--- config.mk ---
export PLATFORM = sky130hd
export DESIGN_NAME = adder_fu_pipe
export DESIGN_NICKNAME = d
export VERILOG_FILES = /design/src/rtl/adder_fu_pipe.sv
export SDC_FILE = /design/constraint.sdc
export NUM_CORES = 1
export LEC_CHECK = 0
export CORE_UTILIZATION = 30
export DETAILED_ROUTE_END_ITERATION = 16
export GPL_ROUTABILITY_DRIVEN = 0
export SLEW_MARGIN = 5
export SYNTH_ARGS = -nofsm -noshare
export SYNTH_HDL_FRONTEND = slang
export SYNTH_SLANG_ARGS = --single-unit
--- constraint.sdc ---
create_clock -name clk -period 4.4 [get_ports clk]
set_input_delay 0.44 -clock clk [delete_from_list [all_inputs] [get_ports clk]]
set_output_delay 0.44 -clock clk [all_outputs]
set_load 0.05 [all_outputs]
--- src/rtl/adder_fu_pipe.sv ---
// Elastic scalar adder functional unit: ADD/SUB/MIN/MAX over a STAGES-deep valid/ready pipeline.
// Define ADDER_FU_SAT_EN to clamp ADD/SUB results to the signed range on overflow.
module adder_fu_pipe #(
    parameter int WIDTH  = 16,
    parameter int STAGES = 2
) (
    input  logic             clk,
    input  logic             reset,
    input  logic             on_off,
    input  logic             in_valid,
    output logic             in_ready,
    input  logic [WIDTH-1:0] a,
    input  logic [WIDTH-1:0] b,
    input  logic [1:0]       op,
    output logic             out_valid,
    input  logic             out_ready,
    output logic [WIDTH-1:0] c,
    output logic             carry,
    output logic             ovf,
    output logic             ack
);

    typedef enum logic [1:0] {
        OP_ADD = 2'b00,
        OP_SUB = 2'b01,
        OP_MIN = 2'b10,
        OP_MAX = 2'b11
    } op_e;

    // Stage payload layout: {ovf, carry, c}
    localparam int DW = WIDTH + 2;

    logic [WIDTH:0]   sum_w;
    logic [WIDTH:0]   dif_w;
    logic             a_lt_b;
    logic             a_gt_b;
    logic [WIDTH-1:0] res_d;
    logic             res_carry_d;
    logic             res_ovf_d;

    always_comb begin
        sum_w       = {1'b0, a} + {1'b0, b};
        dif_w       = {1'b0, a} - {1'b0, b};
        a_lt_b      = $signed(a) < $signed(b);
        a_gt_b      = $signed(a) > $signed(b);
        // NOTE: every always_comb output gets a default first so no path can infer a latch.
        res_d       = a;
        res_carry_d = 1'b0;
        res_ovf_d   = 1'b0;
        case (op_e'(op))
            OP_ADD: begin
                res_d       = sum_w[WIDTH-1:0];
                res_carry_d = sum_w[WIDTH];
                res_ovf_d   = (a[WIDTH-1] == b[WIDTH-1]) && (sum_w[WIDTH-1] != a[WIDTH-1]);
            end
            OP_SUB: begin
                res_d       = dif_w[WIDTH-1:0];
                res_carry_d = dif_w[WIDTH];
                res_ovf_d   = (a[WIDTH-1] != b[WIDTH-1]) && (dif_w[WIDTH-1] != a[WIDTH-1]);
            end
            OP_MIN: res_d = a_gt_b ? b : a;
            OP_MAX: res_d = a_lt_b ? b : a;
        endcase
`ifdef ADDER_FU_SAT_EN
        // Overflow direction follows the sign of a: positive a can only overflow upward.
        if (res_ovf_d)
            res_d = a[WIDTH-1] ? {1'b1, {(WIDTH-1){1'b0}}} : {1'b0, {(WIDTH-1){1'b1}}};
`endif
    end

    logic [STAGES:1] vld_q;
    logic [DW-1:0]   dat_q [1:STAGES];
    logic [STAGES:1] rdy;
    logic            in_fire;

    // A stage is ready unless it and every stage downstream are full while the consumer stalls.
    always_comb begin : rdy_chain
        logic full_tail;
        full_tail = 1'b1;
        rdy       = '0;
        for (int i = STAGES; i >= 1; i--) begin
            full_tail = full_tail & vld_q[i];
            rdy[i]    = !full_tail | out_ready;
        end
    end

    assign in_ready = rdy[1] & on_off & !reset;
    assign in_fire  = in_valid & in_ready;

    // NOTE: sequential state uses non-blocking assignments so every stage samples pre-edge values.
    always_ff @(posedge clk) begin
        if (reset || !on_off) begin
            vld_q <= '0;
            // NOTE: payload registers are cleared too, because the last stage drives c/carry/ovf.
            for (int i = 1; i <= STAGES; i++) dat_q[i] <= '0;
        end else begin
            if (rdy[1]) begin
                vld_q[1] <= in_fire;
                if (in_fire) dat_q[1] <= {res_ovf_d, res_carry_d, res_d};
            end
            for (int i = 2; i <= STAGES; i++) begin
                if (rdy[i]) begin
                    vld_q[i] <= vld_q[i-1];
                    if (vld_q[i-1]) dat_q[i] <= dat_q[i-1];
                end
            end
        end
    end

    assign out_valid         = vld_q[STAGES];
    assign {ovf, carry, c}   = dat_q[STAGES];
    assign ack               = out_valid & out_ready;

endmodule

==> impl_metrics.py <==
metrics = {
    "run_status": {
        "outcome": "complete, no violations",
    },
    "sta": {
        "min_period_ns": 3.37,
        "slew_viol_final": 0,
        "relSlewSlack_pct": 40.9,
        "rsz0062_at_grt": "no",
        "worstMarginPinSlew_ns": 0.865,
        "hold_viol": 0,
        "max_freq_ghz": 0.297,
        "setup_viol": 0,
        "fin_crit_sh_pct": 76.6,
        "finClkSkew_ns": 0.00891,
        "setup-tns-final_ns": 0,
    },
    "routing": {
        "postRouteAntennaNets": 0,
        "vias_per_cell": 5.41,
        "drc_errors": 0,
        "wl_per_cell_um": 16.2,
        "drt_pass1_iterations": 5,
        "wirelength_um": 10500,
        "dr.first_iter.drc_count": 318,
        "vias": 3495,
    },
    "critical_path": {
        "reg2reg_to": "dat_q[1][16]",
        "worstSetupEndpointType": "flop",
        "cp_max_fo": 19,
        "r2r_cells": 6,
        "path_class": "input pin to flop",
        "reg2reg_slack_ns": 2.28,
        "r2r-start": "vld_q[2]",
        "crit_arrival_ns": 3.40,
        "cp_data_required_time_ns": 4.43,
        "start_kind": "input pin",
    },
    "finish": {
        "final_core_util_pct": 38.1,
        "antennaDiodeCount": 0,
        "syn_to_final_growth_pct": 22.7,
        "layout.nets": 550,
        "fin_area_um2": 4590,
        "n_fill_cell": 1212,
        "drive_gt1_share_pct": 4.60,
    },
    "global_routing": {
        "antenna_found_initial": 0,
        "grt_start_max_net_pins": 20,
        "grt_use_total_pct": 16.6,
        "grt_pass1_vias": 3368,
        "grt_pass1_wl_um": 16800,
        "grt_overflow": 0,
    },
    "logic_synthesis": {
        "avgSynthCellArea_um2": 8.66,
        "synthMuxAreaShare_pct": 3.21,
        "synth_cells": 432,
        "synthSimpleGateAreaFrac_pct": 19.1,
        "synth_cell_types": 66,
        "seq_area_frac_synth_pct": 30.0,
        "async_reset_ff_share_pct": 0,
        "ys_ff_latch": 38,
        "netlist_area_um2": 3740,
        "yosys_warnings": 0,
        "synth-main-ff-cell": "edfxtp_1",
        "synth_top_family_by_area": "compound AO/OA/AOI/OAI gates",
        "synth_nets": 505,
        "synth_edf_count": 36,
        "yosys.area_share.adder_pct": 11.8,
        "synthXorXnorAreaFrac_pct": 2.81,
        "synth_compound_area_share_pct": 27.0,
    },
    "pwr": {
        "p_per_area_nw_per_um2": 263,
        "leakagePower_nw": 1.85,
        "ir_worst_vdd_uv": 138,
    },
    "run": {
        "maxCapViolCount": 0,
    },
    "floorplan": {
        "die_h_um": 114,
        "pin_count": 60,
        "die_area_um2": 12900,
        "initial_utilization_pct": 31.0,
        "design.core.area_um2": 12100,
        "row_count": 40,
        "die_w_um": 114,
    },
    "clock_tree": {
        "clock_latency_ns": 0.29,
        "cts.path.max_buffers": 2,
        "cts_hold_buf": 0,
        "cts_htree_levels": 2,
        "post_cts_resized": 0,
        "clock-sinks": 38,
        "cts_tree": "yes",
        "numCtsBuffers": 5,
        "ctsRootBufferMaster": "clkbuf_16",
        "clk_pin_slew_ns": 0.06,
        "cts_setup_buffers": 0,
    },
    "placement": {
        "hpwl_um": 8290,
        "port_buffers": 59,
        "dpl-instance-area_um2": 4450,
    },
    "min_path": {
        "min_path_type": "flop to flop",
        "min_path_cells": 1,
        "holdPathEnd": "dat_q[2][2]",
        "hold_start": "dat_q[1][2]",
    },
}
## Yosys cell counts (4+ instances only)
| library cell | n | area (um^2) |
|---|---|---|
| nor2b_1 | 7 | 43.8 |
| mux2i_1 | 12 | 120 |
| o211ai_1 | 6 | 45.0 |
| a211o_1 | 6 | 52.6 |
| or3_1 | 4 | 25.0 |
| o21a_1 | 5 | 37.5 |
| buf_2 | 10 | 50.1 |
| nand3_1 | 11 | 55.1 |
| o31ai_1 | 7 | 52.6 |
| a31oi_1 | 5 | 31.3 |
| a21o_1 | 8 | 60.1 |
| nand2_1 | 23 | 86.3 |
| o21ai_0 | 23 | 115 |
| ha_1 | 32 | 400 |
| nand3b_1 | 6 | 45.0 |
| nor3_1 | 8 | 40.0 |
| o221ai_1 | 5 | 43.8 |
| nand2b_1 | 6 | 37.5 |
| and2_1 | 20 | 125 |
| and3_1 | 4 | 25.0 |
| edfxtp_1 | 36 | 1080 |
| a21oi_1 | 46 | 230 |
| a211oi_1 | 7 | 52.6 |
| xnor2_1 | 9 | 78.8 |
| o22ai_1 | 4 | 25.0 |
| clkbuf_1 | 8 | 30.0 |
| inv_1 | 33 | 124 |
| nor2_1 | 22 | 82.6 |
## layout by cell type (no fill, tap or decap), types with 7 or more instances in the layout
cell and count:
inv_1 33, ha_1 32, a211oi_1 7, nor3_1 8
nand2_1 23, a21o_1 8, edfxtp_1 36, nor2b_1 7
xnor2_1 9, nand3_1 11, o21ai_0 23, nor2_1 22
a21oi_1 46, mux2i_1 12, clkdlybuf4s50_1 59, and2_1 20
o31ai_1 7
## final cells by class
type                       count  area [um^2]  share of cell area [%]
multi-input combinational    338         2390                    52.1
sequential                    38         1120                    24.4
timing repair buffer          61          606                    13.2
tap                          168          210                    4.58
clock buffer                   6          129                    2.81
inverter                      33          124                    2.70
clock inverter                 2         10.0                   0.218
## worst max-delay path by stage
stage | start | endpoint | slack [ns] | depth (start not counted)
after floorplan | vld_q[2] | dat_q[1][16] | 1.67 | 7
after global placement | b[11] | dat_q[1][7] | 0.82 | 10
after detailed placement | a[15] | dat_q[1][14] | 0.72 | 9
after CTS | a[15] | dat_q[1][10] | 1.04 | 9
after global routing | a[15] | dat_q[1][7] | 0.83 | 9
final | a[15] | dat_q[1][13] | 1.03 | 9
## worst max-delay path, cell delays in order
cell and delay (ns):
clkdlybuf4s50_1 0.52, ha_1 0.66, nand4_2 0.19, or4_4 0.59, nand2_2 0.08, a21oi_2 0.05, nor3_4 0.51, mux2i_1 0.25
o22ai_1 0.10
## where the power goes
part	total, W	internal [W]	switching, W	leakage (nW)
registers	0.000427	0.000422	0.00000574	0.417
clock network	0.000352	0.000208	0.000144	0.0706
logic	0.000427	0.000166	0.000261	1.36
## layer usage
metal	part of all wire [%]	wire (um)	global-route usage (%)
met1	44	4570	20.9
met2	46	4810	27.4
met3	7.0	731	2.55
met4	3.3	341	8.42
met5	0	0	0
## cells by family (layout without fill, tap and decap cells)
| group | count (synthesis) | after routing |
|---|---|---|
| flops | 38 | 38 |
| compound gates | 151 | 151 |
| mux | 12 | 12 |
| fa+ha+maj | 34 | 34 |
| xor+xnor | 12 | 12 |
| simple gates | 129 | 129 |
| buf+inv | 56 | 102 |
## flip-flops by register name, summed over array words and instances (netlist names)
name,cells
vld_q,2
dat_q,36
## per-stage QoR
step	setup WS [ns]	hold WS, ns	total power (W)	instances
CTS	1.04	0.513	0.00121	646
global route	0.832	0.538	0.00127	646
detailed placement	0.716	0.503	0.000856	638
finish	1.03	0.515	0.00121	646
global placement	0.821	0.498	0.000852	638
floorplan	1.67	0.487	0.000724	432
Note: power is estimated with default switching activity, not from simulation.
